## config.mk

```make
export PLATFORM = sky130hd
export DESIGN_NAME = uart_tx_cfg
export DESIGN_NICKNAME = d
export VERILOG_FILES = /design/src/rtl/uart_pkg.sv /design/src/rtl/uart_baud_cnt.sv /design/src/rtl/uart_tx_cfg.sv
export SDC_FILE = /design/constraint.sdc
export NUM_CORES = 1
export LEC_CHECK = 0
export ABC_CLOCK_PERIOD_IN_PS = 6900
export CORE_MARGIN = 1.5
export CORE_UTILIZATION = 69
export DETAILED_ROUTE_END_ITERATION = 6
export DONT_BUFFER_PORTS = 1
export GPL_ROUTABILITY_DRIVEN = 0
export HOLD_SLACK_MARGIN = 0.08
export PLACE_DENSITY = 0.85
export SLEW_MARGIN = 10
export SYNTH_ARGS = -nofsm -noshare
export SYNTH_HDL_FRONTEND = slang
export SYNTH_SLANG_ARGS = --single-unit
```

## constraint.sdc

```tcl
create_clock -name clk -period 6.9 [get_ports clk]
set_clock_uncertainty 0.15 [all_clocks]
set_input_delay 0 -clock clk [delete_from_list [all_inputs] [get_ports clk]]
set_output_delay 0 -clock clk [all_outputs]
set_load 0.01 [all_outputs]
```

## src/rtl/uart_pkg.sv

```systemverilog
// Shared types for the configurable UART transmitter: FSM state encoding and
// the data-length field encoding.
package uart_pkg;

   typedef enum logic [2:0] {
      IDLE   = 3'd0,
      START  = 3'd1,
      DATA   = 3'd2,
      PARITY = 3'd3,
      STOP   = 3'd4
   } uart_state_e;

   typedef enum logic [1:0] {
      BITS_5 = 2'b00,
      BITS_6 = 2'b01,
      BITS_7 = 2'b10,
      BITS_8 = 2'b11
   } data_bits_e;

   function automatic logic [3:0] bits_count(input data_bits_e sel);
      return 4'd5 + {2'b00, sel};
   endfunction

endpackage

```

## src/rtl/uart_baud_cnt.sv

```systemverilog
// Bit-time down-counter: reloads with div-1 on load and flags the last clock
// of a bit period when it reaches zero. A div of 0 behaves like 1.
module uart_baud_cnt #(
   parameter int DIV_W = 16
) (
   input  logic             clk,
   input  logic             rst,
   input  logic             load,
   input  logic [DIV_W-1:0] div,
   output logic             bit_end
);

   logic [DIV_W-1:0] cnt_q;
   logic [DIV_W-1:0] div_m1;

   assign div_m1  = (div == '0) ? '0 : div - DIV_W'(1);
   assign bit_end = (cnt_q == '0);

   always_ff @(posedge clk) begin
      if (rst) begin
         cnt_q <= '0;
      end else if (load) begin
         cnt_q <= div_m1;
      end else if (cnt_q != '0) begin
         cnt_q <= cnt_q - DIV_W'(1);
      end
   end

endmodule

```

## src/rtl/uart_tx_cfg.sv

```systemverilog
// UART transmitter with per-frame configuration (5-8 data bits, optional
// parity, 1 or 2 stop bits, programmable baud divisor).
//
// state  | meaning
// IDLE   | line high, tx_ready, waiting for tx_valid
// START  | start bit (0) for one bit time
// DATA   | data bits LSB first, one bit time each
// PARITY | parity bit over the data bits (optional)
// STOP   | stop bit(s) high, tx_done on the last cycle
module uart_tx_cfg
   import uart_pkg::*;
#(
   parameter int DIV_W    = 16,
   parameter int MAX_BITS = 8
) (
   input  logic                clk,
   input  logic                rst,
   input  logic [DIV_W-1:0]    baud_div,
   input  logic [1:0]          data_bits,
   input  logic                parity_en,
   input  logic                parity_odd,
   input  logic                stop2,
   input  logic                tx_valid,
   input  logic [MAX_BITS-1:0] tx_data,
   output logic                tx_ready,
   output logic                tx_serial,
   output logic                tx_busy,
   output logic                tx_done
);

   localparam int IDX_W = (MAX_BITS > 1) ? $clog2(MAX_BITS) : 1;

   uart_state_e         state_q, state_d;
   logic [MAX_BITS-1:0] data_q;
   logic [DIV_W-1:0]    div_q;
   data_bits_e          bits_q;
   logic                par_en_q;
   logic                par_odd_q;
   logic                stop2_q;
   logic [IDX_W-1:0]    bit_idx_q;
   logic                stop_second_q;

   logic                accept;
   logic                bit_end;
   logic                cnt_load;
   logic [DIV_W-1:0]    cnt_div;
   logic [3:0]          n_bits;
   logic [IDX_W-1:0]    last_idx;
   logic [MAX_BITS-1:0] data_mask;
   logic                parity_bit;

   assign tx_ready = (state_q == IDLE);
   assign tx_busy  = (state_q != IDLE);
   assign accept   = tx_valid && tx_ready;

   // The first bit time uses the live divisor since it is latched on the same edge.
   assign cnt_div  = (state_q == IDLE) ? baud_div : div_q;
   assign cnt_load = accept || (tx_busy && bit_end);

   uart_baud_cnt #(.DIV_W(DIV_W)) u_baud_cnt (
      .clk     (clk),
      .rst     (rst),
      .load    (cnt_load),
      .div     (cnt_div),
      .bit_end (bit_end)
   );

   assign n_bits   = bits_count(bits_q);
   assign last_idx = IDX_W'(n_bits - 4'd1);

   always_comb begin
      data_mask = '0;
      for (int i = 0; i < MAX_BITS; i++) begin
         data_mask[i] = (i < int'(n_bits));
      end
   end

   assign parity_bit = (^(data_q & data_mask)) ^ par_odd_q;

   always_comb begin
      state_d   = state_q;
      tx_serial = 1'b1;
      tx_done   = 1'b0;
      case (state_q)
         IDLE: begin
            if (accept) state_d = START;
         end
         START: begin
            tx_serial = 1'b0;
            if (bit_end) state_d = DATA;
         end
         DATA: begin
            tx_serial = data_q[bit_idx_q];
            if (bit_end && (bit_idx_q == last_idx)) begin
               state_d = par_en_q ? PARITY : STOP;
            end
         end
         PARITY: begin
            tx_serial = parity_bit;
            if (bit_end) state_d = STOP;
         end
         STOP: begin
            if (bit_end && (!stop2_q || stop_second_q)) begin
               tx_done = 1'b1;
               state_d = IDLE;
            end
         end
         default: state_d = IDLE;
      endcase
   end

   always_ff @(posedge clk) begin
      if (rst) begin
         state_q       <= IDLE;
         data_q        <= '0;
         div_q         <= '0;
         bits_q        <= BITS_5;
         par_en_q      <= 1'b0;
         par_odd_q     <= 1'b0;
         stop2_q       <= 1'b0;
         bit_idx_q     <= '0;
         stop_second_q <= 1'b0;
      end else begin
         state_q <= state_d;
         if (accept) begin
            data_q        <= tx_data;
            div_q         <= baud_div;
            bits_q        <= data_bits_e'(data_bits);
            par_en_q      <= parity_en;
            par_odd_q     <= parity_odd;
            stop2_q       <= stop2;
            bit_idx_q     <= '0;
            stop_second_q <= 1'b0;
         end
         if ((state_q == DATA) && bit_end) begin
            bit_idx_q <= (bit_idx_q == last_idx) ? '0 : bit_idx_q + IDX_W'(1);
         end
         // Toggles only with two stop bits, so it is back to 0 when the frame ends.
         if ((state_q == STOP) && bit_end) begin
            stop_second_q <= stop2_q && !stop_second_q;
         end
      end
   end

endmodule

```

**Yosys cells after proc, flatten, opt, wreduce, memory -nomap -nowiden**

Index checks and enable logic that the tools add are counted.

- Bits in registers: 52
- Input port bits: 32
- Output and inout port bits: 4
- Word-level logic and storage cells: 78

- $add $sub $neg: 5
- Order comparisons: 9
- Equal/unequal tests: 10
- Multiplexer cells: 21
- Bitwise operators: 2
- Reductions and logical operators: 21

Operator list:

| cell | count |
|---|---|
| 2-to-1 mux 16 bit | 4 |
| logical NOT 16 bit | 2 |
| subtractor 16 x 1 -> 16 bit (second input constant) | 2 |
| 2-to-1 mux 3 bit | 9 |
| less-than comparator 3 x 4 -> 1 bit (first input constant) | 4 |
| nonzero test 16 bit | 1 |
| one-hot mux 3 bit (5 select lines) | 1 |
| AND 8 bit | 1 |
| less-than comparator 1 x 4 -> 1 bit (first input constant) | 2 |
| less-than comparator 2 x 4 -> 1 bit (first input constant) | 2 |
| != test 2 bit (second input constant) | 4 |
| parity 8 bit | 1 |
| logical AND 1 bit | 7 |
| equality test 3 x 2 -> 1 bit (second input constant) | 2 |
| nonzero test 2 bit | 3 |
| 2-to-1 mux 1 bit | 5 |
| AND reduction 5 bit | 1 |
| adder 3 x 2 -> 4 bit (first input constant) | 1 |
| less-than comparator 3 x 4 -> 1 bit (second input constant) | 1 |
| adder 3 x 1 -> 3 bit (second input constant) | 1 |
| binary-select mux 1 bit (select 3 bit) | 1 |
| equality test 3 x 1 -> 1 bit (second input constant) | 1 |
| equality test 3 bit | 1 |
| equality test 3 bit (second input constant) | 1 |
| 8 further kinds | 10 |

**Depth between registers and ports, before layout**

- Depth in word-level cells: 6
- Gate-level depth with buffers: 13
- Depth with buffers taken out: 10

**Hierarchy**

From an unflattened synthesis, not the netlist that was laid out.

- Cells, all modules: 371
- Area total of the unflattened synthesis: 3,040.4 um2

By module, submodules not included:

| module | instances | cells each | area an instance (um2) | sequential area each (um2) |
|---|---|---|---|---|
| uart_tx_cfg | 1 | 226 | 1,854.3 | 720.7 |
| uart_baud_cnt | 1 | 145 | 1,186.1 | 320.3 |

**Least setup slack after synthesis**

No wires, ideal clock.

- Path type: register to register
- Start point: reg state_q[1]
- End point: reg u_baud_cnt.cnt_q[12]
- Library setup time: 126 ps
- Arrival time: 2,667 ps
- Data required time: 6,624 ps
- Slack: 3,957 ps
- Stages on the path, launching flop included: 14
- Buffers on the path: 4
- Period minus slack after synthesis: 2,943 ps
- Path through: dfxtp_1 -> buf_4 -> or3_1 -> buf_4 -> inv_1 -> buf_4 -> mux2i_1 -> ha_1 -> clkbuf_1 -> nand3_1 -> o21bai_1 -> xnor2_1 -> mux2i_1 -> o22ai_1

- Cells in the longest elaborated chain, start to end: 5
- Elaborated cells between the ends (all ways): 11
- Those cells by class: add/sub (1); mux (3); reduce/logical (7)

Ends and longest elaborated chain:

| element | RTL line | text |
|---|---|---|
| start, declared | uart_tx_cfg.sv:33 | `uart_state_e state_q, state_d;` |
| start signal, assigned | uart_tx_cfg.sv:124 | `state_q <= state_d;` |
| logical NOT 3 bit (*) | uart_tx_cfg.sv:52 | `assign tx_ready = (state_q == IDLE);` |
| named net tx_ready | uart_tx_cfg.sv:25 | `output logic tx_ready,` |
| 2-to-1 mux 16 bit | uart_tx_cfg.sv:57 | `assign cnt_div = (state_q == IDLE) ? baud_div : div_q;` |
| subtractor 16 x 1 -> 16 bit or logical NOT 16 bit (tied branches) | uart_baud_cnt.sv:16 | `assign div_m1 = (div == '0) ? '0 : div - DIV_W'(1);` |
| 2-to-1 mux 16 bit | uart_baud_cnt.sv:16 |  |
| 2-to-1 mux 16 bit | uart_baud_cnt.sv:22 | `end else if (load) begin` |
| end signal, assigned | uart_baud_cnt.sv:23 | `cnt_q <= div_m1;` |
| end signal, assigned | uart_baud_cnt.sv:25 | `cnt_q <= cnt_q - DIV_W'(1);` |
| end, declared | uart_baud_cnt.sv:13 | `logic [DIV_W-1:0] cnt_q;` |

The timed path passes the listed nets; every way through them passes the cells marked *.
A chain may end at the register's enable or synchronous reset.

**Final worst setup path**

- Start point: reg state_q[1]
- End point: reg u_baud_cnt.cnt_q[8]

- Elaborated cells between the ends (all ways): 11
- Those cells by class: add/sub (1); mux (3); reduce/logical (7)

RTL lines:

| element | RTL line | text |
|---|---|---|
| nonzero test 3 bit (*) | uart_tx_cfg.sv:53 | `assign tx_busy = (state_q != IDLE);` |
| named net tx_busy | uart_tx_cfg.sv:27 | `output logic tx_busy,` |
| logical AND 1 bit (*) | uart_tx_cfg.sv:58 | `assign cnt_load = accept \|\| (tx_busy && bit_end);` |
| logical OR 1 bit (*) | uart_tx_cfg.sv:58 |  |
| 2-to-1 mux 16 bit or nonzero test 2 bit (tied branches) | n/a |  |

Marks and branches as above.

==> flow_summary.ini <==
[status]
status = finished clean

[clocking]
post_cts_buffers = 0
cts_root_buf = clkbuf_8
cts_tree = done
clk_path_buf_depth = 2
path_clk_slew_ps = 100
cts_inserted_buffers = 5
clock-sinks = 52
htree_levels = 2
clk_latency_ps = 310

[sta]
worst_pin_slew_ps = 994
final.setup.tns_ps = 0
slew_headroom_pct = 33.2
finalSetupViolCount = 0
fin_hold_ws_ps = 77.6
hold_viol = 0
slew_viol_final = 0
finalCritPeriodShare_pct = 53.7
period_needed_ps = 3700
fmax_mhz = 270
rsz0062_at_grt = no

[cells_and_area]
antenna_cells = 0
multi_input_area_um2 = 2080
post_route_cells_drive_above_1_share_pct = 6.05
final_nets = 465
finish.utilization_pct = 83.0
area_growth_pct = 13.9
design_area_um2 = 3690
seq_area_um2 = 1040
fillers = 259

[grt]
use_met2_pct = 56.6
antenna_found_initial = 0
grt_max_degree = 47
grt_pass1_wl_um = 14300
busiest_layer = met2
grtUsageMet3_pct = 8.30
grt.total_usage_pct = 35.1
overflow = 0
grt_pass1_vias = 2988
use_met1_pct = 47.1

[worst_setup_path]
ff2ff_setup_slack_ps = 3200
crit_required_ps = 6950
critPathArrivalTime_ps = 3760
critical_path_class = flip-flop to flip-flop
path_buf_inv = 2
crit_family = simple AND/OR/NAND/NOR gates
path_cells = or3_1 -> buf_4 -> inv_1 -> mux2i_1 -> ha_1 -> nand2b_1 -> nor3_1 -> xnor2_1 -> mux2i_1 -> a32oi_1 -> nor2_1
crit_top_cell = mux2i_1
cp-end-kind = flip-flop
crit_path_max_incr_delay_ps = 520
cp_max_fo = 27
start_kind = flip-flop
cp_slowest_cell = inv_1

[power]
power_frac_seq_pct = 42.7
p_sw_mw = 0.308
p_leak_nw = 1.37
p_comb_share_pct = 33.6
power_mw = 0.876
clkPwrFrac_pct = 23.7
p_int_mw = 0.568
p_per_area_nw_per_um2 = 238
power.share.switching_pct = 35.2
max-vdd-ir-drop_mv = 0.188

[synth]
async_flop_share_pct = 0
yosysWarnings = 0
synth_cells = 409
synth-main-ff-cell = dfxtp_1
synth_fa_ha_area_share_pct = 1.55
synth-compound-area-share_pct = 16.0
synth.avg_cell_area_um2 = 7.92
synth_mux_area_share_pct = 5.72
synthSimpleGateAreaFrac_pct = 28.4
synth_seq_area_share_pct = 32.1
synth-xor-area-share_pct = 12.4
synth_top_family_by_area = simple AND/OR/NAND/NOR gates
ys_types = 57
syn-num-nets = 445
synth-edff-count = 0
syn_area_um2 = 3240
ys_seq_elements = 52

[drt]
drtIter0Drc = 383
dr.pass1.iters = 6
via_per_inst = 6.68
vias = 3222
drt_wl_total_um = 8680
antenna_left = 0
drc = 0
avgRoutedWirePerCell_um = 18.0

[floorplan]
rows = 24
start_util_pct = 72.9
dieArea_um2 = 5110
die_h_um = 71.5
ioPinCount = 36
core_um2 = 4440
dieWidth_um = 71.5

[flow_run]
maxCapViolations = 0

[min_path]
worstHoldPathType = input port to flip-flop

[placed_design]
place_hpwl_um = 5320
io_buffers = 0
dpl_cell_area_um2 = 3210
state kept, by name, indices dropped and copies added, names as in the netlist:
name and flops:
data_q 8, bit_idx_q 3, par_en_q 1, u_baud_cnt.cnt_q 16, par_odd_q 1, div_q 16, bits_q 2, stop_second_q 1
state_q 3, stop2_q 1
cell usage in the layout (no fill, tap or decap), types with 2 or more instances in the layout:
cell and n:
o22ai_1 6, or4_4 2, nand2_1 77, or3_1 7, nor2b_1 4, a21boi_0 2, dlygate4sd3_1 32, or4b_1 2
nand3_1 16, and3_1 3, inv_1 4, xor2_1 21, nor2_1 21, o21bai_1 2, a22o_1 2, a221oi_1 2
nor4_1 8, nand2b_1 2, dfxtp_1 52, a311oi_1 3, nor3_1 16, o211ai_1 3, clkbuf_8 5, buf_4 2
mux4_2 2, ha_1 4, mux2i_1 14, xnor2_1 25, nand4b_1 2, nor3b_1 2, nand3b_1 3, a31oi_1 2
a21oi_1 42, or2_2 4, nand4_1 4, o21ai_0 7
synth_stat cells, types with 2 or more instances:
cell,count,area [um^2]
o211ai_1,3,22.5
a31oi_1,2,12.5
clkbuf_1,14,52.6
buf_2,4,20.0
a22o_1,2,17.5
xor2_1,21,184
a21oi_1,42,210
nor3_1,16,80.1
and3_1,3,18.8
inv_1,4,15.0
nor3b_1,2,15.0
a21boi_0,2,15.0
or4b_1,2,20.0
nor2_1,21,78.8
a221oi_1,2,17.5
or4_4,2,22.5
o22ai_1,6,37.5
nand4_1,4,25.0
nand4b_1,2,17.5
or2_2,4,25.0
mux4_2,2,45.0
dfxtp_1,52,1040
nor2b_1,4,25.0
ha_1,4,50.1
buf_4,4,30.0
nand3b_1,3,22.5
nand3_1,16,80.1
a311oi_1,3,26.3
xnor2_1,25,219
mux2i_1,14,140
nor4_1,8,50.1
o21ai_0,7,35.0
nand2b_1,2,12.5
or3_1,7,43.8
nand2_1,77,289
o21bai_1,2,15.0
tightest hold or removal path: stages:
cell and delay (ps):
and2_1 300, nand2_1 140, a21oi_1 50
cell families (layout without fill, tap and decap cells):
group                      after synthesis  in the layout
AOI/OAI and AO/OA                       83             83
xor gates and xnor gates                46             46
adders and majority gates                4              4
buffers and inverters                   27             48
DFF                                     52             52
muxes                                   16             16
and+or+nand+nor                        181            181
metrics by stage:
stage               setup slack, ps  instances
CTS                            3180        481
detailed placement             3220        440
finish                         3200        482
global route                   2970        482
global placement               3360        440
floorplan                      3960        409
power groups by stage:
| stage | Combinational [mW] | Sequential (mW) | Clock [mW] |
|---|---|---|---|
| 5_1_grt | 0.323 | 0.377 | 0.217 |
| 2_1_floorplan | 0.221 | 0.367 | 0 |
| 6_report | 0.294 | 0.374 | 0.208 |
| 3_3_place_gp | 0.249 | 0.375 | 0 |
| 3_5_place_dp | 0.255 | 0.379 | 0 |
| 4_1_cts | 0.280 | 0.372 | 0.207 |
metal layers:
metal,up-vias,wire length [um]
met5,-,0
li1,1489,-
met4,0,176
met1,1529,3530
met2,182,4080
met3,22,883
path summary, 6_finish.rpt:
path                   start  depth (start not counted)                   to
setup / recovery  state_q[1]                         11  u_baud_cnt.cnt_q[8]
hold / removal      tx_valid                          3             div_q[1]
setup reg to reg  state_q[1]                         11  u_baud_cnt.cnt_q[8]
hold reg to reg    data_q[5]                          2            data_q[5]
repair_timing:
action / 4_1_cts / 5_1_grt
setup endpoints to repair: 0 / 0
hold buffers: 33 / 0
gates resized for setup: 0 / 0
hold endpoints to repair: 52 / 0
area by class of cell:
class | count | area share [%]
clock buffer | 6 | 1.97
multi-input combinational | 330 | 56.3
timing repair buffer | 36 | 10.4
clock inverter | 2 | 0.950
sequential | 52 | 28.2
inverter | 4 | 0.407
tap | 52 | 1.76
Note: power is estimated with default switching activity, not from simulation.
